`src/rtl/riscv_pkg.sv`:
```
// Shared fetch-side definitions: datapath width, instruction size,
// fetch FSM state encoding and the sequential next-PC helper.
package riscv_pkg;

  localparam int XLEN        = 32;
  localparam int INSTR_BYTES = 4;

  typedef enum logic [1:0] {
    IDLE = 2'd0,
    REQ  = 2'd1,
    RESP = 2'd2,
    HOLD = 2'd3
  } fetch_state_t;

  // Sequential PC step; the addition wraps modulo 2^XLEN.
  function automatic logic [XLEN-1:0] pc_incr(input logic [XLEN-1:0] pc);
    return pc + XLEN'(INSTR_BYTES);
  endfunction

endpackage

```
`src/rtl/pc_next.sv`:
```
// Next-PC mux: a redirect wins over the sequential +4 step; otherwise PC holds.
// Optional feature macro FETCH_MISALIGN_TRAP_EN: a redirect to a target that
// is not word aligned is replaced by TRAP_VECTOR and flagged on misalign.
module pc_next
  import riscv_pkg::*;
#(
  parameter logic [XLEN-1:0] TRAP_VECTOR = 32'h0000_0100
) (
  input  logic [XLEN-1:0] pc,
  input  logic            advance,
  input  logic            redirect_valid,
  input  logic [XLEN-1:0] redirect_target,
  output logic [XLEN-1:0] pc_nxt,
  output logic            misalign
);

`ifndef FETCH_MISALIGN_TRAP_EN
  // Trap address only matters when misalignment checking is built in.
  logic [XLEN-1:0] unused_trap;
  assign unused_trap = TRAP_VECTOR;
`endif

  // Select redirect target (or trap vector), sequential step, or hold.
  always_comb begin
    pc_nxt   = pc;
    misalign = 1'b0;
    if (redirect_valid) begin
`ifdef FETCH_MISALIGN_TRAP_EN
      if (redirect_target[1:0] != 2'b00) begin
        pc_nxt   = TRAP_VECTOR;
        misalign = 1'b1;
      end else begin
        pc_nxt = redirect_target;
      end
`else
      pc_nxt = redirect_target;
`endif
    end else if (advance) begin
      pc_nxt = pc_incr(pc);
    end
  end

endmodule

```
`src/rtl/fetch_ctrl.sv`:
```
// Instruction fetch controller: owns the fetch PC and walks it through a
// single-outstanding-request instruction memory, one instruction per three
// cycles (REQ -> RESP -> HOLD). Redirects squash in-flight work via kill.
// Optional feature macro FETCH_MISALIGN_TRAP_EN enables misaligned-redirect
// trapping (see pc_next); without it misalign_err stays 0.
//
// Handshakes: a memory request transfers on a cycle where imem_req=1 and
// imem_gnt=1, and imem_req/imem_addr stay stable until then (a redirect may
// retarget it). A response transfers on any cycle with imem_rvalid=1 while a
// request is outstanding. A fetched instruction transfers to decode on a
// cycle with if_valid=1 and if_ready=1; if_valid/if_instr/if_pc stay stable
// until then unless a redirect squashes them.
module fetch_ctrl
  import riscv_pkg::*;
#(
  parameter logic [XLEN-1:0] RESET_VECTOR = 32'h0000_0000,
  parameter logic [XLEN-1:0] TRAP_VECTOR  = 32'h0000_0100
) (
  input  logic            clk,
  input  logic            rst_n,
  output logic            imem_req,
  output logic [XLEN-1:0] imem_addr,
  input  logic            imem_gnt,
  input  logic            imem_rvalid,
  input  logic [XLEN-1:0] imem_rdata,
  output logic            if_valid,
  output logic [XLEN-1:0] if_instr,
  output logic [XLEN-1:0] if_pc,
  input  logic            if_ready,
  input  logic            redirect_valid,
  input  logic [XLEN-1:0] redirect_target,
  output logic            misalign_err
);

  fetch_state_t    state;
  logic [XLEN-1:0] pc;
  logic            kill;
  logic [XLEN-1:0] pc_nxt;
  logic            trap;
  logic            advance;

  // PC steps only when a live (non-killed) response is captured.
  assign advance   = (state == RESP) && imem_rvalid && !kill;
  assign imem_addr = pc;

  pc_next #(
    .TRAP_VECTOR(TRAP_VECTOR)
  ) u_pc_next (
    .pc             (pc),
    .advance        (advance),
    .redirect_valid (redirect_valid),
    .redirect_target(redirect_target),
    .pc_nxt         (pc_nxt),
    .misalign       (trap)
  );

  // Fetch FSM with registered request, decode-side outputs and kill flag.
  always_ff @(posedge clk or negedge rst_n) begin
    if (!rst_n) begin
      state        <= IDLE;
      pc           <= RESET_VECTOR;
      kill         <= 1'b0;
      imem_req     <= 1'b0;
      if_valid     <= 1'b0;
      if_instr     <= '0;
      if_pc        <= '0;
      misalign_err <= 1'b0;
    end else begin
      pc           <= pc_nxt;
      misalign_err <= trap;
      case (state)
        IDLE: begin
          state    <= REQ;
          imem_req <= 1'b1;
        end
        REQ: begin
          if (imem_gnt) begin
            // A redirect racing the grant leaves a stale response to drop.
            state    <= RESP;
            imem_req <= 1'b0;
            kill     <= redirect_valid;
          end
        end
        RESP: begin
          if (redirect_valid) begin
            if (imem_rvalid) begin
              state    <= REQ;
              imem_req <= 1'b1;
              kill     <= 1'b0;
            end else begin
              kill <= 1'b1;
            end
          end else if (imem_rvalid) begin
            if (kill) begin
              kill     <= 1'b0;
              state    <= REQ;
              imem_req <= 1'b1;
            end else begin
              if_instr <= imem_rdata;
              if_pc    <= pc;
              if_valid <= 1'b1;
              state    <= HOLD;
            end
          end
        end
        HOLD: begin
          // A redirect squashes the held instruction even if decode takes it.
          if (redirect_valid || if_ready) begin
            if_valid <= 1'b0;
            state    <= REQ;
            imem_req <= 1'b1;
          end
        end
        default: begin
          state <= IDLE;
        end
      endcase
    end
  end

endmodule

```
`config.mk`:
```
export PLATFORM = sky130hd
export DESIGN_NAME = fetch_ctrl
export DESIGN_NICKNAME = d
export VERILOG_FILES = /design/src/rtl/riscv_pkg.sv /design/src/rtl/pc_next.sv /design/src/rtl/fetch_ctrl.sv
export SDC_FILE = /design/constraint.sdc
export NUM_CORES = 1
export LEC_CHECK = 0
export CORE_MARGIN = 3
export CORE_UTILIZATION = 48
export DETAILED_ROUTE_END_ITERATION = 7
export PLACE_DENSITY = 0.92
export SLEW_MARGIN = 0
export SYNTH_ARGS = -nofsm -noshare
export SYNTH_HDL_FRONTEND = slang
export SYNTH_SLANG_ARGS = --single-unit
```
`constraint.sdc`:
```
create_clock -name clk -period 5.5 [get_ports clk]
set_input_delay 1.375 -clock clk [delete_from_list [all_inputs] [get_ports clk]]
set_output_delay 1.375 -clock clk [all_outputs]
set_load 0.005 [all_outputs]
```
==> flow_metrics.tcl <==
set metrics [dict create \
    vdd_drop_max_v 0.000214 \
    layout-drive-gt1-share_pct 16.7 \
    synthTopCellsByArea "dfrtp_1, mux2_2, a31oi_1" \
    layout_common_cells "clkdlybuf4s50_1, dfrtp_1, mux2_2" \
    ys_types 43 \
    start_util_pct 49.4 \
    dieArea_um2 10800 \
    setup_viol 0 \
    timing.rr.end "if_instr[31]$_DFFE_PN0P_" \
    min_period_ns 3.58 \
    power.leakage_nw 2.69 \
    hp-start "if_pc[8]$_DFFE_PN0P_" \
    run_status "finished, final reports clean" \
    yosys.area.top_type_share_pct 55.1 \
    synth_ff_type "dfrtp_1" \
    maxSlewHeadroom_pct 45.5 \
    yosysTopAreaCell "dfrtp_1" \
    final_common_cell "clkdlybuf4s50_1" \
    period_share_pct 65.2 \
    coreArea_um2 9280 \
    io_buffers 167 \
    cts_max_path_buffers 2 \
    num-fill-cells 700 \
    seq_area_um2 2530 \
    viasPerCell 5.44 \
    antenna_found_initial 0 \
    syn-cell-area_um2 4590 \
    hold_buffers 0 \
    wire_per_inst_um 17.4 \
    drt_pass1_iterations 4 \
    tns_ns 0 \
    tightest_slew_ns 0.816 \
    rsz0062_at_grt "false" \
    worst_slack_ns 1.92 \
    power.density_nw_per_um2 384 \
    start_kind "input pin" \
    multi_input_area_um2 1920 \
    areaGrowthSynthToFinish_pct 43.0 \
    gp_congestion 0.851 \
    reg2reg_from "state[0]$_DFFE_PN0P_" \
    layout.nets 621 \
    dpl_worst_slack_ns 1.57 \
    whs_endpoint "if_pc[8]$_DFFE_PN0P_" \
    cts_setup_buffers 0 \
    critPathMaxFanout 51 \
    hpwl_mm 8.71 \
    ys_seq_elements 101 \
    hold_path_depth 1 \
    antenna_left 0 \
    cpMaxStageDelayCell "buf_4" \
    cts.sink_count 101 \
    die_w_um 104 \
    reg2reg_slack_ns 2.78 \
    grt_use_total_pct 21.9 \
    hold_path_class "register to register" \
    synth_seq_area_share_pct 55.1 \
    slowest_delay_ns 0.61 \
    overflow 0 \
    cts_tree "built" \
    route.vias.total 3706 \
    hold_viol_final 0 \
    die_h_um 104 \
    htreeDepth 3 \
    antennaDiodeCount 0 \
    fin_skew_ns 0.00963 \
    grt_pass1_wl_mm 19.3 \
    cts_made_buffers 9 \
    avgSynthCellArea_um2 11.8 \
    synth_cells 389 \
    slew_violations 0 \
    fin_util_pct 70.7 \
    io_pins 169 \
    cp_cell_sequence "clkdlybuf4s50_1 -> nand3b_1 -> nor2_4 -> buf_4 -> mux2_2" \
    drv_cap 0 \
    synth-warning-count 0 \
    wl_mm 11.8 \
    syn_nets 463 \
    cts_resized 0 \
    first_global_vias 3821 \
    grt_max_degree 53 \
    insertion_delay_ns 0.34 \
    r2r_cells 6 \
    max_freq_mhz 279 \
    rows 35 \
    crit_type "input pin to register" \
    cp-end-kind "register" \
    path_clk_slew_ns 0.10 \
    cp.arrival_ns 3.82 \
    drc 0 \
    synth_edf_count 0 \
    root_buffer "clkbuf_8" \
    drt_iter0_drc 184 \
    ys_async_sr_fraction_pct 100 \
    worstPathRequired_ns 5.74 \
]
-- cell type report --
cell class | instances | area share (%)
Timing Repair Buffer | 170 | 25.8
Tap cell | 129 | 2.46
Clock inverter | 5 | 1.28
Sequential cell | 101 | 38.5
Multi-Input combinational cell | 253 | 29.3
Clock buffer | 11 | 2.00
Inverter | 12 | 0.686
-- per-layer routing --
metal / global-route usage, % / vias to the layer above / share of wire (%)
li1: - / 1750 / -
met1: 26.5 / 1799 / 40
met2: 38.4 / 144 / 51
met3: 6.60 / 13 / 7.9
met4: 5.70 / 0 / 1.2
met5: 0 / - / 0
-- power breakdown --
group | total (W) | switching (W) | internal [W]
Sequential | 0.00112 | 0.000153 | 0.000970
Clock | 0.000511 | 0.000252 | 0.000259
Combinational | 0.000887 | 0.000278 | 0.000609
-- logic make-up (layout without fill, tap and decap cells) --
kind of cell               count (synthesis)  in the layout  synth area share, %
adders and majority gates                  4              4                 1.09
DFF                                      101            101                 55.1
AOI/OAI and AO/OA                         68             68                 9.65
other                                      1              1               0.0817
muxes                                     68             68                 16.6
buffers and inverters                     35            198                 3.19
xor gates and xnor gates                  10             10                 1.91
and+or+nand+nor                          102            102                 12.4
-- worst max path at each step --
stage	from	to
floorplan	imem_rvalid	imem_addr[18]$_DFFE_PN0P_
global placement	imem_rvalid	if_instr[14]$_DFFE_PN0P_
detailed placement	imem_rvalid	if_instr[13]$_DFFE_PN0P_
CTS	imem_rvalid	if_pc[15]$_DFFE_PN0P_
global route	imem_rvalid	if_pc[13]$_DFFE_PN0P_
finish	imem_rvalid	if_instr[31]$_DFFE_PN0P_
-- sequential cells by signal, indices dropped and copies added (netlist names) --
name / count
if_instr: 32
if_pc: 32
if_valid: 1
imem_addr: 32
imem_req: 1
kill: 1
state: 2
-- synth_stat cells (all sizes together), types with 2 or more instances --
| master | number |
|---|---|
| or2 | 2 |
| mux2i | 2 |
| o31ai | 14 |
| nor4 | 3 |
| ha | 4 |
| o21ai | 20 |
| nand2 | 21 |
| nand4 | 8 |
| a21oi | 4 |
| dfrtp | 101 |
| clkbuf | 14 |
| or4b | 2 |
| o211ai | 3 |
| and4 | 3 |
| or3 | 7 |
| a22oi | 2 |
| buf | 9 |
| or4 | 11 |
| and3 | 4 |
| o31a | 2 |
| nor3 | 4 |
| a31oi | 17 |
| nand2b | 2 |
| xor2 | 4 |
| mux2 | 66 |
| nor2b | 3 |
| nor2 | 18 |
| nand3 | 10 |
| inv | 12 |
| xnor2 | 6 |
| nand3b | 2 |
-- per-stage QoR --
step           area, um2  power [W]  instances  hold slack, ns
2_1_floorplan       4590    0.00143        389           0.495
3_3_place_gp        6350    0.00199        665           0.487
3_5_place_dp        6350    0.00204        665           0.494
4_1_cts             6560    0.00255        681           0.516
5_1_grt             6560    0.00267        681           0.534
6_report            6560    0.00252        681           0.514
-- worst max-delay path: cells and delay by family --
family                 cells  cell delay [ns]
AND/OR/NAND/NOR            2             0.78
buffers and inverters      2             1.21
multiplexers               1             0.41
Note: power is estimated with default switching activity, not from simulation.
